**config.mk**
```make
export PLATFORM = sky130hd
export DESIGN_NAME = multi_edge_event_detector_flat
export DESIGN_NICKNAME = d
export VERILOG_FILES = /design/src/rtl/multi_edge_event_detector_if.sv /design/src/rtl/multi_edge_event_detector.sv /design/src/flat_wrapper.sv
export SDC_FILE = /design/constraint.sdc
export NUM_CORES = 1
export LEC_CHECK = 0
export ABC_AREA = 1
export BUFFER_PORTS_ARGS = -buffer_cell sky130_fd_sc_hd__clkbuf_2
export CORE_AREA = 2 2 49 51
export DETAILED_ROUTE_END_ITERATION = 7
export DIE_AREA = 0 0 51 53
export GPL_TIMING_DRIVEN = 1
export PLACE_DENSITY_LB_ADDON = 0.15
export SYNTH_ARGS = -nofsm -noshare
export SYNTH_HDL_FRONTEND = slang
export SYNTH_SLANG_ARGS = --single-unit
```
**constraint.sdc**
```tcl
create_clock -name clock -period 4.7 [get_ports clock]
set_input_delay 0.235 -clock clock [delete_from_list [all_inputs] [get_ports clock]]
set_output_delay 0.235 -clock clock [all_outputs]
set_load 0.02 [all_outputs]
```
**src/rtl/multi_edge_event_detector_if.sv**
```systemverilog
`default_nettype none
// ============================================================================
// Module   : multi_edge_event_detector_if
// Brief    : Stimulus/result bundle for multi_edge_event_detector.
// Revision : 1.0 - initial release
// ============================================================================
interface multi_edge_event_detector_if #(
    parameter int CHANNELS = 3,
    parameter int CNT_W    = 8
);
    logic [CHANNELS-1:0]   sig_in;
    logic [2*CHANNELS-1:0] mode;
    logic                  clr;
    logic [CHANNELS-1:0]   evt_pulse;
    logic                  any_evt;
    logic                  tog_out;
    logic [CNT_W-1:0]      evt_count;
    logic [CHANNELS-1:0]   evt_sticky;

    modport master (
        output sig_in, mode, clr,
        input  evt_pulse, any_evt, tog_out, evt_count, evt_sticky
    );

    modport slave (
        input  sig_in, mode, clr,
        output evt_pulse, any_evt, tog_out, evt_count, evt_sticky
    );
endinterface
`default_nettype wire

```
**src/rtl/multi_edge_event_detector.sv**
```systemverilog
`default_nettype none
// ============================================================================
// Module   : multi_edge_event_detector
// Brief    : Per-channel programmable edge detector with pulse, toggle,
//            saturating counter and sticky flags. Optional input synchronizer
//            enabled by MULTI_EDGE_EVENT_DETECTOR_SYNC_EN.
// Revision : 1.0 - initial release
// ============================================================================
module multi_edge_event_detector #(
    parameter int CHANNELS = 3,
    parameter int CNT_W    = 8
) (
    input  logic                      clock,
    input  logic                      reset_n,
    multi_edge_event_detector_if.slave bus
);
    localparam int                 C_SUM_W = CNT_W + 6;
    localparam logic [C_SUM_W-1:0] C_SAT   = {6'd0, {CNT_W{1'b1}}};
`ifdef MULTI_EDGE_EVENT_DETECTOR_SYNC_EN
    localparam logic [1:0]         C_ARM_EDGES = 2'd3;
`else
    localparam logic [1:0]         C_ARM_EDGES = 2'd1;
`endif

    logic [CHANNELS-1:0] det_in;
    logic [CHANNELS-1:0] in_q, in_d;
    logic [1:0]          arm_cnt_q, arm_cnt_d;
    logic                armed;
    logic [CHANNELS-1:0] rise, fall, det;
    logic [C_SUM_W-1:0]  pop, sum;

    logic [CHANNELS-1:0] pulse_q, pulse_d;
    logic                any_q, any_d;
    logic                tog_q, tog_d;
    logic [CNT_W-1:0]    cnt_q, cnt_d;
    logic [CHANNELS-1:0] sticky_q, sticky_d;

`ifdef MULTI_EDGE_EVENT_DETECTOR_SYNC_EN
    logic [CHANNELS-1:0] sync1_q, sync2_q;

    always_ff @(posedge clock or negedge reset_n) begin
        if (!reset_n) begin
            sync1_q <= '0;
            sync2_q <= '0;
        end else begin
            sync1_q <= bus.sig_in;
            sync2_q <= sync1_q;
        end
    end

    assign det_in = sync2_q;
`else
    assign det_in = bus.sig_in;
`endif

    // Arming waits until in_q holds a genuine sample of the (synchronized) input.
    assign armed = (arm_cnt_q == C_ARM_EDGES);
    assign rise  = det_in & ~in_q;
    assign fall  = ~det_in & in_q;

    always_comb begin
        det = '0;
        pop = '0;
        for (int i = 0; i < CHANNELS; i++) begin
            case (bus.mode[2*i +: 2])
                2'b00:   det[i] = rise[i] | fall[i];
                2'b01:   det[i] = rise[i];
                2'b10:   det[i] = fall[i];
                default: det[i] = 1'b0;
            endcase
        end
        if (!armed) begin
            det = '0;
        end
        for (int i = 0; i < CHANNELS; i++) begin
            pop = pop + C_SUM_W'(det[i]);
        end
    end

    always_comb begin
        in_d      = det_in;
        arm_cnt_d = armed ? arm_cnt_q : arm_cnt_q + 2'd1;
        pulse_d   = det;
        any_d     = |det;
        tog_d     = tog_q ^ (|det);
        // Clear restarts from this edge's events so nothing detected here is lost.
        sum       = (bus.clr ? '0 : {6'd0, cnt_q}) + pop;
        cnt_d     = (sum > C_SAT) ? {CNT_W{1'b1}} : sum[CNT_W-1:0];
        sticky_d  = bus.clr ? det : (sticky_q | det);
    end

    always_ff @(posedge clock or negedge reset_n) begin
        if (!reset_n) begin
            in_q      <= '0;
            arm_cnt_q <= '0;
            pulse_q   <= '0;
            any_q     <= 1'b0;
            tog_q     <= 1'b0;
            cnt_q     <= '0;
            sticky_q  <= '0;
        end else begin
            in_q      <= in_d;
            arm_cnt_q <= arm_cnt_d;
            pulse_q   <= pulse_d;
            any_q     <= any_d;
            tog_q     <= tog_d;
            cnt_q     <= cnt_d;
            sticky_q  <= sticky_d;
        end
    end

    assign bus.evt_pulse  = pulse_q;
    assign bus.any_evt    = any_q;
    assign bus.tog_out    = tog_q;
    assign bus.evt_count  = cnt_q;
    assign bus.evt_sticky = sticky_q;
endmodule
`default_nettype wire

```
**src/flat_wrapper.sv**
```systemverilog
// flat-port wrapper written by rule: the top's interface ports become plain ports
module multi_edge_event_detector_flat 
#(
    parameter int CHANNELS = 3,
    parameter int CNT_W    = 8
)
  (clock, reset_n, bus_sig_in, bus_mode, bus_clr, bus_evt_pulse, bus_any_evt, bus_tog_out, bus_evt_count, bus_evt_sticky);
  multi_edge_event_detector_if #(.CHANNELS(CHANNELS), .CNT_W(CNT_W)) bus_i ();
  input  logic clock;
  input  logic reset_n;
  input wire logic [$bits(bus_i.sig_in)-1:0] bus_sig_in;
  input wire logic [$bits(bus_i.mode)-1:0] bus_mode;
  input wire logic [$bits(bus_i.clr)-1:0] bus_clr;
  output wire logic [$bits(bus_i.evt_pulse)-1:0] bus_evt_pulse;
  output wire logic [$bits(bus_i.any_evt)-1:0] bus_any_evt;
  output wire logic [$bits(bus_i.tog_out)-1:0] bus_tog_out;
  output wire logic [$bits(bus_i.evt_count)-1:0] bus_evt_count;
  output wire logic [$bits(bus_i.evt_sticky)-1:0] bus_evt_sticky;
  assign bus_i.sig_in = bus_sig_in;
  assign bus_i.mode = bus_mode;
  assign bus_i.clr = bus_clr;
  assign bus_evt_pulse = bus_i.evt_pulse;
  assign bus_any_evt = bus_i.any_evt;
  assign bus_tog_out = bus_i.tog_out;
  assign bus_evt_count = bus_i.evt_count;
  assign bus_evt_sticky = bus_i.evt_sticky;
  multi_edge_event_detector #(.CHANNELS(CHANNELS), .CNT_W(CNT_W)) u_core (.clock(clock), .reset_n(reset_n), .bus(bus_i));
endmodule
```
# After elaboration in Yosys (flattened, before gate mapping)
# Index checks and enable logic that the tools add are counted.
[word_totals]
ff_bits = 21
inputBits = 12
mem_count = 0
latchBits = 0
out_inout_bits = 16
rom_bits = 0
ram_bits = 0
word_cells = 39
[classes]
add_sub_neg = 4
shifts = 0
n_eq_ne = 7
n_lt_le_gt_ge = 1
reduce_logical = 4
n_div = 0
n_bitwise = 9
n_mul = 0
mux = 7
[ops]
columns = ["op", "n"]
rows = [
  ["$mux 8", 2],
  ["$add 14x1->14", 1],
  ["$add 14x14->14", 1],
  ["$gt 14x8->1 const B", 1],
  ["$pmux 1 s3", 3],
  ["$eq 2x1->1 const B", 4],
  ["$and 3x3->3", 2],
  ["$eq 2x2->1 const B", 3],
  ["$logic_not 2->1", 3],
  ["$mux 3", 2],
  ["$not 3->3", 2],
  ["$or 1x1->1", 3],
  ["$or 3x3->3", 1],
  ["$reduce_or 3->1", 1],
  ["$add 1x1->2", 1],
  ["$add 2x1->2 const B", 1],
  ["$xor 1x1->1", 1],
]

# Depth between registers and ports, before layout
# Gate-level depths: netlist of run 1.
[logic_depth]
depth_word = 10
mapped_depth = 13
ltp_nobuf = 13

# Worst setup path before layout of run 1
# No wires, ideal clock.
[synth_timing]
path_type = "register to register"
from = "register u_core.in_q[0]"
to = "register u_core.cnt_q[5], in the netlist u_core.bus.evt_count[5]"
stages_incl_launch_ff = 11
synth_period_minus_slack_ns = 2.269
setup_ns = 0.071
required_ns = 4.629
path_slack_ns = 2.431
t_arrival_ns = 2.198
n_path_buf = 0
path_cell_list = "dfrtp_1 > ha_1 > nand2_1 > nand4_1 > ha_1 > fa_1 > inv_1 > fa_1 > nor2_1 > nand3_2 > nand3_1"
[synth_via]
elab_chain_len = 10
word_cells_on_any_way = 11
classes_between = "add/sub (3); order compare (1); mux (3); bitwise (4)"
[synth_rtl]
columns = ["item", "line", "source"]
rows = [
  ["from (decl)", "multi_edge_event_detector.sv:26", "logic [CHANNELS-1:0] in_q, in_d;"],
  ["from (signal assigned)", "multi_edge_event_detector.sv:102", "in_q <= in_d;"],
  ["$not 3->3", "multi_edge_event_detector.sv:58", "assign rise = det_in & ~in_q;"],
  ["$and 3x3->3", "multi_edge_event_detector.sv:58", ""],
  ["$or 1x1->1", "multi_edge_event_detector.sv:66", "2'b00: det[i] = rise[i] | fall[i];"],
  ["$pmux 1 s3 *", "multi_edge_event_detector.sv:65", "case (bus.mode[2*i +: 2])"],
  ["$mux 3 *", "multi_edge_event_detector.sv:72", "if (!armed) begin"],
  ["$add 1x1->2 *", "multi_edge_event_detector.sv:76", "pop = pop + C_SUM_W'(det[i]);"],
  ["$add 14x1->14 *", "multi_edge_event_detector.sv:76", ""],
  ["$add 14x14->14 *", "multi_edge_event_detector.sv:87", "sum = (bus.clr ? '0 : {6'd0, cnt_q}) + pop;"],
  ["$gt 14x8->1", "multi_edge_event_detector.sv:88", "cnt_d = (sum > C_SAT) ? {CNT_W{1'b1}} : sum[CNT_W-1:0];"],
  ["$mux 8 *", "multi_edge_event_detector.sv:88", ""],
  ["net u_core.cnt_d[5]", "multi_edge_event_detector.sv:35", "logic [CNT_W-1:0] cnt_q, cnt_d;"],
  ["to (signal assigned)", "multi_edge_event_detector.sv:107", "cnt_q <= cnt_d;"],
  ["to (decl)", "multi_edge_event_detector.sv:35", ""],
]
# Mark *: on every way through the listed nets, which the timed path passes. The rest lies on a longest branch.
# A chain may end at the register's enable or synchronous reset.

# Worst setup path in the final report of run 1
[layout_timing]
from = "register u_core.arm_cnt_q[1]"
to = "register u_core.cnt_q[6], in the netlist u_core.bus.evt_count[6]"
[layout_via]
elab_chain_len = 7
[layout_rtl]
columns = ["item", "line", "source"]
rows = [
  ["from (decl)", "multi_edge_event_detector.sv:27", "logic [1:0] arm_cnt_q, arm_cnt_d;"],
  ["from (signal assigned)", "multi_edge_event_detector.sv:103", "arm_cnt_q <= arm_cnt_d;"],
  ["$eq 2x1->1 *", "multi_edge_event_detector.sv:57", "assign armed = (arm_cnt_q == C_ARM_EDGES);"],
  ["$mux 3 *", "multi_edge_event_detector.sv:72", ""],
  ["$add 1x1->2", "multi_edge_event_detector.sv:76", ""],
  ["$add 14x1->14 *", "multi_edge_event_detector.sv:76", ""],
  ["$add 14x14->14 *", "multi_edge_event_detector.sv:87", ""],
  ["$gt 14x8->1", "multi_edge_event_detector.sv:88", ""],
  ["$mux 8 *", "multi_edge_event_detector.sv:88", ""],
  ["net u_core.cnt_d[6]", "multi_edge_event_detector.sv:35", ""],
]
# Marked as above.

==> results of run 1 <==
-- final timing paths --
check | slack (ns) | cells after the start | end
worst max-delay path | 2.20 | 10 | u_core.bus.evt_count[6]
min in group asynchronous | 0.42 | 2 | u_core.bus.evt_pulse[2]
worst max register to register | 2.20 | 10 | u_core.bus.evt_count[6]
worst min-delay path | 0.06 | 1 | u_core.in_q[0]
worst min register to register | 0.48 | 1 | u_core.arm_cnt_q[0]
max in group asynchronous | 3.94 | 2 | u_core.arm_cnt_q[1]
-- logic make-up after synthesis --
family / Yosys count
buf+inv: 31
compound gates: 3
simple gates: 66
fa+ha+maj: 12
xor+xnor: 3
flops: 21
-- critical path, stage by stage, from the launching register on --
cell and delay (ns):
dfrtp_1 0.39, inv_1 0.05, ha_1 0.26, nand4_1 0.20
ha_1 0.35, fa_1 0.19, inv_1 0.05, fa_1 0.40
nor2_1 0.20, nand3_2 0.20, nand3_1 0.14
-- cells in the mapped netlist (all sizes together) --
| cell type | number | area [µm²] |
|---|---|---|
| fa | 2 | 40.04 |
| xor2 | 1 | 8.760 |
| nand4 | 5 | 31.28 |
| nor2 | 13 | 51.30 |
| nand3b | 1 | 7.510 |
| buf | 1 | 11.26 |
| xnor2 | 2 | 17.52 |
| or2 | 2 | 12.51 |
| dfrtp | 21 | 525.5 |
| inv | 30 | 112.6 |
| a21oi | 1 | 16.27 |
| nand2 | 33 | 138.9 |
| o21ai | 2 | 13.76 |
| ha | 10 | 125.1 |
| nand3 | 12 | 70.07 |
-- state kept, by name (all words and copies together) (netlist names) --
register / cells
u_core.bus.evt_pulse: 3
u_core.bus.any_evt: 1
u_core.in_q: 3
u_core.arm_cnt_q: 2
u_core.bus.evt_sticky: 3
u_core.bus.evt_count: 8
u_core.bus.tog_out: 1
-- routing by layer --
layer	share of wire (%)	global-route usage, %	vias up
li1	-	-	480
met1	45	23.27	425
met2	49	33.98	20
met3	4.1	2.542	4
met4	1.7	8.559	0
met5	0	0	-
-- through the flow --
stage | std cells | cell area, µm²
3_5_place_dp | 190 | 1341
3_3_place_gp | 190 | 1341
5_1_grt | 195 | 1378
2_1_floorplan | 136 | 1182
6_report | 195 | 1378
4_1_cts | 195 | 1378
-- layout make-up --
cell class	count	area share [%]
repair buffers	28	10.54
clock buffers	4	1.907
well taps	28	2.543
inverters	30	8.174
flip-flops and latches	21	38.15
multi-input cells	84	38.69
-- power breakdown --
| group | leakage (nW) | switching [mW] | internal [mW] |
|---|---|---|---|
| registers | 0.261 | 0.0147 | 0.203 |
| logic | 0.545 | 0.0811 | 0.0426 |
| clock network | 0.0150 | 0.0540 | 0.0331 |
==> run_results.csv, run 1 <==
group,metric,value,unit
run_status,outcome,"finished clean",
min_path,hold_class,"in -> reg",
synth,synth-xor-area-share,2.222,%
pwr,peakVddDrop,0.2135,mV
place,place_congestion,0.7377,
synth,synth_top_family_by_area,"simple AND/OR/NAND/NOR gates",
cts,cts_buffer_depth,2,
die,io_pins,28,
routing,first_pass_iters,4,
timing,tns,0,ns
cts,ctsHoldBuffers,1,
die,core_area,0.002148,mm²
cts,cts-root-buf,"clkbuf_4",
synth,synth_area,0.001182,mm²
cts,numCtsBuffers,3,
routing,via_count,929,
grt,grt_pass1_wl,3781,µm
timing,fmax,0.3997,GHz
timing,fin_crit,2.502,ns
final_layout,layout-drive-gt1-share,24.55,%
cts,cts.sinks,21,
final_layout,mostFrequentLayoutCell,"nand2_1",
routing,drt-initial-drc-count,17,
synth,synth-seq-cells,21,
cts,clock_latency,0.30,ns
routing,avgRoutedWirePerCell,11.26,µm
worst_setup_path,crit_arrival,2.75,ns
grt,grt_overflow,0,
worst_setup_path,setup.worst_path.class,"reg -> reg",
grt,track_usage,19.20,%
worst_setup_path,cp-startpoint,"u_core.arm_cnt_q[1]",
die,die_h,53,µm
final_layout,synthToLayoutAreaGrowth,16.51,%
min_path,hp-start,"bus_sig_in[0]",
cts,cts_resized,0,
synth,yosysWarnings,0,
grt,antenna_found_initial,0,
worst_setup_path,r2r_start,"u_core.arm_cnt_q[1]",
routing,drc,0,
place,io_buffers,27,
final_layout,final_cell_mix,"31 x nand2_1, 28 x inv_1, 27 x clkbuf_2",
place,hpwl,1692,µm
die,rows,17,
cts,cts_tree,"done",
die,initial_core_util,55.04,%
final_layout,fin_util,64.12,%
routing,routed_wl,2195,µm
timing,layout_worst_path_cycle_share,53.24,%
cts,clk_pin_slew,0.11,ns
cts,cts-htree-levels,1,
die,die_area,0.002703,mm²
synth,synth.mux.area_fraction,0,%
routing,vias_per_cell,4.764,
timing,finalHoldViolations,0,
timing,worst_hold_slack,0.06029,ns
final_layout,nets,192,
worst_setup_path,crit_path_end_kind,"flip-flop",
worst_setup_path,worst_setup_path_start_kind,"flip-flop",
synth,synthSimpleGateAreaFrac,26.35,%
worst_setup_path,path_max_fanout,8,
cts,cts_setup_buffers,0,
routing,antenna_left,0,
timing,slew_violations,0,
grt,grt_pass1_vias,933,
worst_setup_path,worstPathRequired,4.95,ns
timing,grt_setup_unrepaired,"false",
timing,worstMarginPinSlew,0.5142,ns
synth,synth_compound_area_share,2.540,%
timing,finalSetupViolCount,0,
final_layout,ff_latch_area,525.5,µm²
pwr,p_per_area,310.9,mW/mm²
timing,slew_headroom,65.72,%
grt,grt_max_degree,22,
synth,postSynthNetCount,160,
pwr,p_total,0.4283,mW
timing,fin_worst_skew,0.002660,ns
synth,synth_fa_ha_area_share,13.97,%
die,fp.dieW,51,µm
synth,synthCells,136,
flow_run,drv_cap,0,
place,pre_cts_slack,2.217,ns
synth,synth.distinct_cells,20,
synth,syn_area_per_cell,8.694,µm²
final_layout,nFillCells,192,
pwr,power_leakage,0.8214,nW
timing,finalWorstSetupSlack,2.198,ns
synth,ys_seq_area_share,44.44,%
final_layout,multi_input_area,533.0,µm²
final_layout,num_antenna_cells,0,
No activity file was read; power rests on OpenSTA's default activity.
==> run 2, diff against run 1 <==
--- a/config.mk
+++ b/config.mk
@@ -7,9 +7,9 @@
 export LEC_CHECK = 0
 export ABC_AREA = 1
 export BUFFER_PORTS_ARGS = -buffer_cell sky130_fd_sc_hd__clkbuf_2
-export CORE_AREA = 2 2 49 51
+export CORE_AREA = 2 2 51 53
 export DETAILED_ROUTE_END_ITERATION = 7
-export DIE_AREA = 0 0 51 53
+export DIE_AREA = 0 0 53 55
 export GPL_TIMING_DRIVEN = 1
 export PLACE_DENSITY_LB_ADDON = 0.15
 export SYNTH_ARGS = -nofsm -noshare
==> constraint.sdc (replaced) <==
create_clock -name clock -period 2.58 [get_ports clock]
set_input_delay 0.129 -clock clock [delete_from_list [all_inputs] [get_ports clock]]
set_output_delay 0.129 -clock clock [all_outputs]
set_load 0.02 [all_outputs]
==> run 2 against run 1 <==
  * Clock power increased by 83%
  * Sequential power is 82% higher
  * Register-to-register slack got worse by 2.0 ns
  * Critical endpoint is now u_core.bus.evt_count[2]
  * Setup slack worse by 2.0 ns
  * Critical path type unchanged
  * Flip-flop and latch count stayed put
==> run_results.csv, run 2 (synthesis results as in run 1) <==
group,metric,value,unit
pwr,p_total,0.7940,mW
final_layout,mostFrequentLayoutCell,"nand2_1",
pwr,p_per_area,552.3,mW/mm²
timing,finalSetupViolCount,0,
routing,vias_per_cell,4.896,
place,io_buffers,27,
cts,cts_tree,"done",
grt,grt_overflow,0,
grt,grt_pass1_vias,970,
worst_setup_path,crit_arrival,2.61,ns
final_layout,layout-drive-gt1-share,26.32,%
final_layout,final_area,0.001438,mm²
worst_setup_path,worstPathRequired,2.78,ns
final_layout,fin_util,60.79,%
place,dp_cells,192,
cts,cts_buffer_depth,2,
worst_setup_path,setup.worst_path.class,"reg -> reg",
routing,first_pass_iters,4,
worst_setup_path,cpPeakStageDelay,0.41,ns
timing,fmax,0.4163,GHz
timing,slew_violations,0,
grt,antenna_found_initial,0,
worst_setup_path,cp_num_buf_inv,2,
worst_setup_path,path_max_fanout,3,
place,hpwl,1754,µm
final_layout,num_antenna_cells,0,
worst_setup_path,cp_cell_sequence,"ha_1, or2_2, nand4_1, ha_1, fa_1, inv_1, fa_2, inv_1, nor2_1, o21ai_2",
routing,avgRoutedWirePerCell,11.61,µm
die,io_pins,28,
routing,routed_wl,2333,µm
min_path,hold_class,"in -> reg",
die,die_area,0.002915,mm²
timing,grt_setup_unrepaired,"false",
run_status,outcome,"finished clean",
routing,via_count,984,
final_layout,largest_reg_flops,8,
die,rows,18,
place,place_area,0.001344,mm²
die,die_h,55,µm
final_layout,nFillCells,238,
worst_setup_path,crit_slowest_cell,"fa_1",
final_layout,final_cells,201,
final_layout,synthToLayoutAreaGrowth,21.59,%
grt,track_usage,18.84,%
timing,fin_crit,2.402,ns
final_layout,nets,196,
timing,slew_headroom,65.67,%
pwr,peakVddDrop,0.4518,mV
cts,cts-htree-levels,1,
final_layout,final_cell_mix,"31 x nand2_1, 28 x inv_1, 27 x clkbuf_2",
worst_setup_path,crit_path_end_kind,"flip-flop",
cts,cts-root-buf,"clkbuf_4",
cts,clock_latency,0.31,ns
grt,grt_pass1_wl,3960,µm
grt,grt_max_degree,22,
routing,drc,0,
die,core_area,0.002365,mm²
pwr,power_leakage,0.8379,nW
timing,fin_worst_skew,0.003305,ns
die,initial_core_util,50.00,%
timing,layout_worst_path_cycle_share,93.11,%
routing,antenna_left,0,
flow_run,drv_cap,0,
cts,numCtsBuffers,3,
timing,worstMarginPinSlew,0.5150,ns
routing,drt-initial-drc-count,18,
die,fp.dieW,53,µm
place,place_congestion,0.8475,
timing,finalHoldViolations,0,
cts,cts.sinks,21,
worst_setup_path,worst_setup_path_start_kind,"flip-flop",
worst_setup_path,cp_top_family,"adder cells",
timing,tns,0,ns
cts,clk_pin_slew,0.11,ns
run 2: cell type report:
cell class	count	area (µm²)	share of cell area (%)
multi-input combinational	84	553.0	38.47
sequential	21	525.5	36.55
timing repair buffer	32	182.7	12.71
inverter	30	112.6	7.833
tap	30	37.54	2.611
clock buffer	4	26.28	1.828
run 2: routing by layer:
layer,up-vias,wire [µm],global-route usage (%)
met2,39,1152,32.92
met1,454,982,22.76
met3,5,159,3.763
met5,-,0,0
met4,0,39,8.120
li1,486,-,-
run 2: per-stage QoR:
step / hold WS [ns] / setup WS (ns)
after global placement: 0.1268 / 0.1170
after floorplan: -0.1666 / 0.3114
final: 0.1901 / 0.1778
after global routing: 0.1835 / 0.03046
after CTS: 0.1755 / 0.006602
after detailed placement: 0.1270 / 0.02741
run 2: what timing repair did:
| action | CTS | global route |
|---|---|---|
| hold endpoints to repair | 24 | 0 |
| hold buffers | 4 | 0 |
| setup buffers | 0 | 1 |
| endpoints found under the setup margin | 0 | 8 |
| resized for setup | 0 | 5 |
run 2: path summary, 6_finish.rpt:
path | from | end | slack, ns | cells past startpoint
worst max-delay path | u_core.in_q[0] | u_core.bus.evt_count[2] | 0.18 | 10
worst min-delay path | bus_mode[2] | u_core.bus.evt_sticky[1] | 0.19 | 4
worst max register to register | u_core.in_q[0] | u_core.bus.evt_count[2] | 0.18 | 10
worst min register to register | u_core.arm_cnt_q[0] | u_core.arm_cnt_q[0] | 0.50 | 1
max in group asynchronous | reset_n | u_core.bus.evt_count[1] | 1.93 | 2
min in group asynchronous | reset_n | u_core.in_q[0] | 0.31 | 2
run 2: tightest hold or removal path, delay by kind of cell:
family | cells | cell delay, ns
buffers and inverters | 1 | 0.09
and+or+nand+nor | 3 | 0.25
run 2: report_power, final:
part	internal [mW]	total [mW]	switching, mW
registers	0.369	0.396	0.0272
clock network	0.0604	0.159	0.0981
logic	0.0853	0.239	0.154
total	0.515	0.794	0.279
==> run 3, diff against run 2 <==
--- a/config.mk
+++ b/config.mk
@@ -8,10 +8,11 @@
 export ABC_AREA = 1
 export BUFFER_PORTS_ARGS = -buffer_cell sky130_fd_sc_hd__clkbuf_2
 export CORE_AREA = 2 2 51 53
+export CTS_CLUSTER_DIAMETER = 30
 export DETAILED_ROUTE_END_ITERATION = 7
 export DIE_AREA = 0 0 53 55
 export GPL_TIMING_DRIVEN = 1
-export PLACE_DENSITY_LB_ADDON = 0.15
+export PLACE_DENSITY = 0.75
 export SYNTH_ARGS = -nofsm -noshare
 export SYNTH_HDL_FRONTEND = slang
 export SYNTH_SLANG_ARGS = --single-unit
==> run 3 against run 2 <==
  * Routed wire length is 0.21% lower
  * Clock skew decreased by 0.0016 ns
  * Largest cell class unchanged
  * Critical path depth unchanged
  * Critical path type unchanged
  * Largest power group unchanged
==> run_results.csv, run 3 (synthesis results as in run 1) <==
group,metric,value,unit
run_status,outcome,"finished clean",
routing,first_pass_iters,4,
cts,cts-htree-levels,1,
timing,worst_hold_slack,0.1689,ns
final_layout,mostFrequentLayoutCell,"nand2_1",
grt,grt_max_degree,22,
worst_setup_path,worst_setup_path_start_kind,"flip-flop",
grt,grt_overflow,0,
min_path,hold_class,"in -> reg",
final_layout,num_antenna_cells,0,
pwr,p_per_area,557.0,mW/mm²
pwr,peakVddDrop,0.3959,mV
routing,avgRoutedWirePerCell,11.64,µm
final_layout,final_area,0.001431,mm²
timing,fmax,0.4044,GHz
routing,antenna_left,0,
final_layout,nFillCells,225,
timing,layout_worst_path_cycle_share,95.85,%
routing,routed_wl,2328,µm
final_layout,layout-drive-gt1-share,25.88,%
timing,slew_violations,0,
worst_setup_path,setup.worst_path.class,"reg -> reg",
cts,cts-root-buf,"clkbuf_4",
place,place_congestion,0.8016,
timing,finalHoldViolations,0,
worst_setup_path,crit_path_end_kind,"flip-flop",
place,place_area,0.001344,mm²
die,die_h,55,µm
place,io_buffers,27,
cts,numCtsBuffers,3,
timing,finalSetupViolCount,0,
timing,fin_crit,2.473,ns
cts,cts_buffer_depth,2,
timing,fin_worst_skew,0.001658,ns
grt,grt_pass1_vias,945,
cts,clock_latency,0.32,ns
routing,vias_per_cell,4.750,
final_layout,final_cells,200,
final_layout,fin_util,60.53,%
worst_setup_path,crit_arrival,2.69,ns
die,die_area,0.002915,mm²
die,rows,18,
die,fp.dieW,53,µm
timing,worstMarginPinSlew,0.5075,ns
grt,track_usage,19.14,%
cts,cts_setup_buffers,0,
timing,slew_headroom,66.17,%
timing,tns,0,ns
pwr,p_total,0.7973,mW
routing,drc,0,
flow_run,drv_cap,0,
die,core_area,0.002365,mm²
cts,clk_pin_slew,0.12,ns
final_layout,largest_reg_flops,8,
place,pre_cts_slack,0.003956,ns
cts,cts.sinks,21,
grt,antenna_found_initial,0,
place,dp_cells,192,
routing,via_count,950,
final_layout,final_cell_mix,"31 x nand2_1, 28 x inv_1, 27 x clkbuf_2",
place,hpwl,1759,µm
final_layout,nets,195,
pwr,power_leakage,0.8320,nW
worst_setup_path,path_max_fanout,3,
cts,cts_tree,"done",
routing,drt-initial-drc-count,15,
grt,grt_pass1_wl,3933,µm
final_layout,synthToLayoutAreaGrowth,21.06,%
die,io_pins,28,
timing,finalWorstSetupSlack,0.1070,ns
worst_setup_path,worstPathRequired,2.80,ns
die,initial_core_util,50.00,%
==> run 3: cell types whose count changed in the layout (fill, tap and decap cells not counted) <==
| cell | delta |
|---|---|
| buf_4 | -1 |
| clkbuf_1 | -1 |
| clkinvlp_4 | +1 |
| fa_1 | +1 |
| fa_2 | -1 |
==> run 3: critical path: stages (launching register included) <==
cell and delay [ns]:
dfrtp_1 0.40, ha_1 0.27, nand2_1 0.06, nand4_1 0.17, ha_1 0.35, fa_1 0.20
inv_1 0.06, fa_1 0.45, nor2_4 0.20, xnor2_1 0.13, nand2_1 0.08
==> run 3: layer usage <==
metal | GRT usage [%] | wire (µm)
met5 | 0 | 0
met3 | 2.419 | 145
met4 | 10.68 | 48
met1 | 22.93 | 979
met2 | 33.54 | 1155
==> run 3: final cells by class <==
| type | count | area, µm² | share of cell area (%) |
|---|---|---|---|
| sequential | 21 | 525.5 | 36.71 |
| inverter | 30 | 112.6 | 7.867 |
| clock inverter | 1 | 7.507 | 0.5245 |
| multi-input combinational | 84 | 550.5 | 38.46 |
| timing repair buffer | 31 | 175.2 | 12.24 |
| tap | 30 | 37.54 | 2.622 |
| clock buffer | 3 | 22.52 | 1.573 |
==> run 3: path summary, 6_finish.rpt <==
kind,start,depth (start not counted),end,slack [ns]
min in group asynchronous,reset_n,2,u_core.arm_cnt_q[1],0.29
hold / removal,bus_mode[5],4,u_core.bus.evt_sticky[2],0.17
setup / recovery,u_core.in_q[1],10,u_core.bus.evt_count[4],0.11
setup reg to reg,u_core.in_q[1],10,u_core.bus.evt_count[4],0.11
hold reg to reg,u_core.bus.evt_sticky[2],2,u_core.bus.evt_sticky[2],0.49
max in group asynchronous,reset_n,2,u_core.bus.evt_count[6],1.95
==> run 3: power by group <==
part	internal, mW	switching (mW)
logic	0.0811	0.150
clock network	0.0594	0.111
registers	0.369	0.0270
==> run 3: what timing repair did <==
action / 4_1_cts / 5_1_grt
hold buffers: 4 / 0
pin swaps: 0 / 1
endpoints found under the hold margin: 24 / 0
gates cloned: 0 / 0
setup endpoints to repair: 5 / 8
resized for setup: 1 / 3
